## src/rtl/uart_tx_frame.sv

```systemverilog
// UART frame transmitter: start bit, 7 data bits LSB-first, even parity, 1 or 2 stop bits.
// All outputs are registered from next-state values, so tx_out never glitches.
module uart_tx_frame #(
   parameter int unsigned BAUD_RATE     = 9600,
   parameter int unsigned CLK_PERIOD_NS = 60,
   parameter int unsigned STOP_BITS     = 1
) (
   input  logic       clk,
   input  logic       rst_n,
   input  logic [6:0] tx_data,
   input  logic       tx_valid,
   output logic       tx_ready,
   output logic       tx_out,
   output logic       busy,
   output logic       frame_done
);

   localparam int unsigned CLKS_PER_BIT = (1000000000 / BAUD_RATE) / CLK_PERIOD_NS;
   localparam int unsigned CntW         = (CLKS_PER_BIT > 2) ? $clog2(CLKS_PER_BIT) : 1;

   if (CLKS_PER_BIT < 2) begin : g_bad_cpb
      $error("uart_tx_frame: CLKS_PER_BIT must be >= 2");
   end
   if (STOP_BITS != 1 && STOP_BITS != 2) begin : g_bad_stop
      $error("uart_tx_frame: STOP_BITS must be 1 or 2");
   end

   localparam logic [CntW-1:0] BaudLast = CntW'(CLKS_PER_BIT - 1);
   localparam logic            StopLast = 1'(STOP_BITS - 1);

   typedef enum logic [2:0] {StIdle, StStart, StData, StParity, StStop} state_e;

   state_e            state_q, state_d;
   logic [CntW-1:0]   baud_q, baud_d;
   logic [2:0]        bit_q, bit_d;
   logic              stop_q, stop_d;
   logic [6:0]        shift_q, shift_d;
   logic              parity_q, parity_d;
   logic              tx_out_q, tx_out_d;
   logic              ready_q, ready_d;
   logic              busy_q, busy_d;
   logic              done_q, done_d;
   logic              bit_end;

   always_comb begin
      state_d  = state_q;
      baud_d   = baud_q;
      bit_d    = bit_q;
      stop_d   = stop_q;
      shift_d  = shift_q;
      parity_d = parity_q;
      bit_end  = (baud_q == BaudLast);

      if (state_q != StIdle) begin
         baud_d = bit_end ? '0 : baud_q + CntW'(1);
      end

      case (state_q)
         StIdle: begin
            // ready_q mirrors IDLE, so it alone qualifies the handshake
            if (tx_valid && ready_q) begin
               state_d  = StStart;
               shift_d  = tx_data;
               parity_d = ^tx_data;
               baud_d   = '0;
               bit_d    = '0;
               stop_d   = 1'b0;
            end
         end
         StStart: begin
            if (bit_end) state_d = StData;
         end
         StData: begin
            if (bit_end) begin
               shift_d = shift_q >> 1;
               if (bit_q == 3'd6) state_d = StParity;
               else               bit_d   = bit_q + 3'd1;
            end
         end
         StParity: begin
            if (bit_end) state_d = StStop;
         end
         StStop: begin
            if (bit_end) begin
               if (stop_q == StopLast) state_d = StIdle;
               else                    stop_d  = 1'b1;
            end
         end
         default: state_d = StIdle;
      endcase

      case (state_d)
         StStart:  tx_out_d = 1'b0;
         StData:   tx_out_d = shift_d[0];
         StParity: tx_out_d = parity_d;
         default:  tx_out_d = 1'b1;
      endcase

      ready_d = (state_d == StIdle);
      busy_d  = (state_d != StIdle);
      done_d  = (state_d == StStop) && (baud_d == BaudLast) && (stop_d == StopLast);
   end

   always_ff @(posedge clk or negedge rst_n) begin
      if (!rst_n) begin
         state_q  <= StIdle;
         baud_q   <= '0;
         bit_q    <= '0;
         stop_q   <= 1'b0;
         shift_q  <= '0;
         parity_q <= 1'b0;
         tx_out_q <= 1'b1;
         ready_q  <= 1'b0;
         busy_q   <= 1'b0;
         done_q   <= 1'b0;
      end else begin
         state_q  <= state_d;
         baud_q   <= baud_d;
         bit_q    <= bit_d;
         stop_q   <= stop_d;
         shift_q  <= shift_d;
         parity_q <= parity_d;
         tx_out_q <= tx_out_d;
         ready_q  <= ready_d;
         busy_q   <= busy_d;
         done_q   <= done_d;
      end
   end

   assign tx_ready   = ready_q;
   assign tx_out     = tx_out_q;
   assign busy       = busy_q;
   assign frame_done = done_q;

endmodule

```

## config.mk

```make
export PLATFORM = sky130hd
export DESIGN_NAME = uart_tx_frame
export DESIGN_NICKNAME = d
export VERILOG_FILES = /design/src/rtl/uart_tx_frame.sv
export SDC_FILE = /design/constraint.sdc
export NUM_CORES = 1
export LEC_CHECK = 0
export BUFFER_PORTS_ARGS = -buffer_cell sky130_fd_sc_hd__buf_2
export CORE_AREA = 2 2 64 66
export CTS_CLUSTER_SIZE = 14
export DETAILED_ROUTE_END_ITERATION = 10
export DIE_AREA = 0 0 66 68
export GPL_TIMING_DRIVEN = 1
export PLACE_DENSITY = 0.63
export SYNTH_ARGS = -nofsm -noshare
export SYNTH_HDL_FRONTEND = slang
export SYNTH_SLANG_ARGS = --single-unit
```

## constraint.sdc

```tcl
create_clock -name clk -period 3.4 [get_ports clk]
set_input_delay 0.68 -clock clk [delete_from_list [all_inputs] [get_ports clk]]
set_output_delay 0.68 -clock clk [all_outputs]
set_load 0.005 [all_outputs]
```

======== Word-level counts from Yosys, hierarchy flattened ========
Index checks and enable logic that the tools add are counted.
storage, ports and cells
  register bits after elaboration ......... 30
  input bits .............................. 10
  output and inout bits ................... 4
  word-level logic and storage cells ...... 65
operators by class
  add/subtract/negate cells ............... 2
  eq/ne operators ......................... 14
  muxes and demuxes ....................... 26
  bitwise operators ....................... 1
  reduce and logical (&&, ||, !) cells .... 11
operators by type and width
  kind                                            number
  2-to-1 mux 11 bit                               4
  2-to-1 mux 3 bit                                10
  == test 11 bit (second input constant)          2
  one-hot mux 3 bit (5 select lines)              1
  2-to-1 mux 7 bit                                2
  one-hot mux 7 bit (2 select lines)              1
  == test 3 x 2 -> 1 bit (second input constant)  4
  adder 11 x 1 -> 11 bit (second input constant)  1
  == test 3 bit (second input constant)           3
  XOR reduction 7 bit                             1
  == test 3 x 1 -> 1 bit (second input constant)  2
  logical NOT 3 bit                               2
  != test 2 bit (second input constant)           3
  one-hot mux 3 bit (2 select lines)              1
  nonzero test 3 bit                              2
  2-to-1 mux 1 bit                                5
  AND reduction 4 bit                             1
  adder 3 x 1 -> 3 bit (second input constant)    1
  logical AND 1 bit                               3
  one-hot mux 1 bit (3 select lines)              1
  AND reduction 3 bit                             1
  one-hot mux 1 bit (2 select lines)              1
  nonzero test 2 bit                              1
  NOT 1 bit                                       1

======== Longest topological paths before layout ========
  depth after elaboration ................. 8
  depth in mapped cells ................... 9
  depth with buffers taken out ............ 7

======== Worst setup path before layout ========
No wires, ideal clock.
  path kind ............................... register -> register
  from .................................... register baud_q[0]
  to ...................................... register done_q, in the netlist frame_done
  setup time .............................. 0.096 ns
  arrival ................................. 2.112 ns
  required time ........................... 3.304 ns
  slack ................................... 1.193 ns
  stages on the path, launching flop included .. 8
  buffers on the path ..................... 2
  period minus slack after synthesis ...... 2.207 ns
  cells stage by stage .................... dfrtp_1 ha_1 clkbuf_2 nand4_4 or4_4 buf_6 o31a_1 nor4_2
on the way
  word-level cells in the longest chain between the ends .. 8
  elaborated cells between the ends (all ways) .. 18
  those cells by class .................... 1 x add/sub; 3 x eq/ne; 11 x mux; 1 x bitwise; 2 x reduce/logical
RTL lines
  item                                                             line    text
  from (decl)                                                      34      logic [CntW-1:0] baud_q, baud_d;
  from (signal assigned)                                           118     baud_q <= baud_d;
  adder 11 x 1 -> 11 bit / == test 11 bit (equally long branches)  55, 52
  2-to-1 mux 11 bit                                                55      baud_d = bit_end ? '0 : baud_q + CntW'(1);
  2-to-1 mux 11 bit                                                54      if (state_q != StIdle) begin
  2-to-1 mux 11 bit                                                61      if (tx_valid && ready_q) begin
  2-to-1 mux 11 bit                                                58      case (state_q)
  == test 11 bit                                                   101     done_d = (state_d == StStop) && (baud_d == BaudLast) && (stop_d == StopLast);
  logical AND 1 bit                                                101
  logical AND 1 bit (*)                                            101
  via done_d                                                       42      logic done_q, done_d;
  to (signal assigned)                                             126     done_q <= done_d;
  to (decl)                                                        42
Mark *: on every way through the listed nets, which the timed path passes. The rest lies on a longest branch.
A chain may end at the register's enable or synchronous reset.

======== Worst setup path in the final report ========
  from .................................... register baud_q[0]
  to ...................................... register done_q, in the netlist frame_done
on the way
  word-level cells in the longest chain between the ends .. 8
  elaborated cells between the ends (all ways) .. 18
  those cells by class .................... 1 x add/sub; 3 x eq/ne; 11 x mux; 1 x bitwise; 2 x reduce/logical
RTL lines
  item                                                             line
  adder 11 x 1 -> 11 bit / == test 11 bit (equally long branches)  55, 52
  2-to-1 mux 11 bit (*)                                            55
  2-to-1 mux 11 bit (*)                                            54
  2-to-1 mux 11 bit                                                61
  2-to-1 mux 11 bit (*)                                            58
  via baud_d[10]                                                   34
  == test 11 bit (*)                                               101
  logical AND 1 bit (*) (2 in a row)                               101
  via done_d                                                       42
Marks and branches as above.

==> out/metrics.yaml <==
worst_setup_path:
  startpoint_type: "flop"
  slowest_stage: "or4_4"
  crit_start: "baud_q[0]"
  crit_type: "reg2reg"
  crit_family: "simple AND/OR/NAND/NOR gates"
  crit_required_ns: 3.56
  crit_path_max_fanout: 13
  crit_path_max_incr_delay_ns: 0.65
  critPathBufInv: 0
  arrival_ns: 2.73
  cp-end-kind: "flop"
  cp_cell_sequence: "ha_1, nand4_4, or4_4, o21ai_0, nor2_1, nand4_1, nor4_2"
  r2r_start: "baud_q[0]"
global_route:
  grt_usage_pct: 19.8
  grt_antenna_before_repair: 0
  grt_overflow: 0
  grt_pass1_vias: 1384
  grt_max_degree: 31
  grt_pass1_wl_mm: 6.50
yosys:
  syn_area_sq_mm: 0.00171
  yosysSeqAreaShare_pct: 44.0
  yosys_warnings: 0
  synth_edf_count: 0
  ys_types: 51
  ys.flop_type: "dfrtp_1"
  synth_cells: 184
  synth-seq-cells: 30
  synth_top_area_share_pct: 42.5
  synth_area_per_cell_sq_um: 9.29
  synth.area.top_cells: "dfrtp_1 (42%), nand2_1 (5.3%), xnor2_1 (4.6%)"
  async_flop_share_pct: 100
  synth_top_cell_by_area: "dfrtp_1"
  syn-num-nets: 197
placement:
  port_buffers: 13
  gp_congestion: 0.871
  dp_hpwl_mm: 2.82
pwr:
  leakage_uw: 0.000819
  peakVddDrop_mv: 0.181
  powerDensity_mw_per_mm2: 349
sta:
  rsz0062_at_grt: "false"
  slew_headroom_pct: 42.5
  whs_ns: 0.420
  skew_ns: 0.00978
  max_freq_mhz: 390
  setup_viol: 0
  finalCriticalPeriod_ns: 2.57
  fin_setup_tns_ns: 0
  worst_pin_slew_ns: 0.855
  period_share_pct: 75.5
  finalMaxSlewViolations: 0
  hold_viol_final: 0
detailed_routing:
  first_pass_iters: 5
  drt-met1-wl_mm: 1.61
  met2_length_mm: 1.90
  ant_nets: 0
  wirelength_mm: 3.80
  top_layer: "met4"
  routed_via_density: 5.74
  drt_iter0_drc: 142
  num_vias: 1429
  drc_errors: 0
  wire_per_inst_microns: 15.2
  wl_met3_microns: 190
die:
  pin_count: 14
  core_area_sq_mm: 0.00386
  die_h_microns: 68
  dieArea_sq_mm: 0.00449
  die_x_microns: 66
  initial_utilization_pct: 44.3
  rows: 23
clocking:
  cts_buffer_depth: 2
  cts_tree: "yes"
  clk_latency_ns: 0.28
  cts.sink_count: 30
  numCtsBuffers: 5
  htree_levels: 2
  postCtsSetupRepairBufs: 0
  clock-root-buffer: "clkbuf_8"
  holdBufCountCts: 0
  clk_pin_slew_ns: 0.07
  post_cts_resized: 0
final_layout:
  fin_nets: 211
  area_growth_pct: 10.4
  diodes: 0
  drive_above_1_share_pct: 15.6
  finish.utilization_pct: 48.9
job:
  maxCapViolCount: 0
min_path:
  hp-class: "in2async"
status:
  outcome: "complete, no violations"
## state kept, by name, summed over array words and instances, names as in the netlist
register    count
state_q         3
parity_q        1
frame_done      1
stop_q          1
busy            1
tx_out          1
shift_q         7
tx_ready        1
bit_q           3
baud_q         11
## where the power goes
group	leakage [uW]	internal (uW)	switching [uW]	total, uW
Sequential	0.000376	357	0	357
Combinational	0.000404	11.0	14.7	25.7
Clock	0.0000395	145	130	275
## layout make-up
cell class / count / area (sq um)
multi-input cells: 141 / 897
inverters: 6 / 22.5
flip-flops and latches: 30 / 752
clock buffers: 8 / 80.1
fillers: 384 / 1970
repair buffers: 14 / 72.6
well taps: 50 / 62.6
## per-layer routing
layer  vias to the layer above  track usage [%]
met1                       688             23.4
met2                        46             33.1
met4                         0             10.2
met5                         -                0
li1                        684                -
met3                        11             5.76
## cells in the mapped netlist (3+ instances only)
cell,number
dfrtp_1,29
ha_1,3
o21ai_0,11
nand2_1,24
nand3_1,14
xnor2_1,9
nor4_1,5
inv_1,6
clkbuf_1,3
a21oi_1,5
nor2_1,16
a22oi_1,5
xor2_1,5
## placed cells by master (no fill, tap or decap), types with 2 or more instances in the layout
cell and count:
clkbuf_8 5, buf_2 13, and2_1 2, xnor2_1 9, a22oi_1 5, and3_2 2, nand4_1 2, nor3_1 2
a21oi_1 5, nor4_1 5, clkbuf_1 3, o21a_1 2, inv_1 6, or3_1 2, or2_2 2, o21ai_0 11
dfrtp_1 29, nand3_1 14, xor2_1 5, and3_1 2, ha_1 3, nand2b_1 2, nand2_1 24, nor2_1 16
o31ai_1 2
## stage by stage
stage / total power, uW / worst slack (ns) / instance area [sq um] / cells
2_1_floorplan: 375 / 1.19 / 1710 / 184
3_3_place_gp: 390 / 0.890 / 1810 / 241
3_5_place_dp: 391 / 0.893 / 1810 / 241
4_1_cts: 669 / 0.861 / 1890 / 249
5_1_grt: 687 / 0.572 / 1890 / 249
6_report: 658 / 0.834 / 1890 / 249
## cell families (layout without fill, tap and decap cells)
logic type,Yosys count,after routing,synth area share (%)
xor gates and xnor gates,14,14,7.17
muxes,2,2,1.24
AOI/OAI and AO/OA,34,34,13.0
buffers and inverters,13,28,3.51
DFF,30,30,44.0
adders and majority gates,3,3,2.20
and+or+nand+nor,88,88,28.9
## final timing paths
check / slack, ns / to / depth (start not counted)
worst max-delay path: 0.83 / frame_done / 7
worst min-delay path: 0.42 / baud_q[4] / 1
worst max register to register: 0.83 / frame_done / 7
worst min register to register: 0.47 / shift_q[1] / 2
max in group asynchronous: 2.54 / baud_q[2] / 1
min in group clk: 0.47 / shift_q[1] / 2
Power figures use the tool's default switching activity.
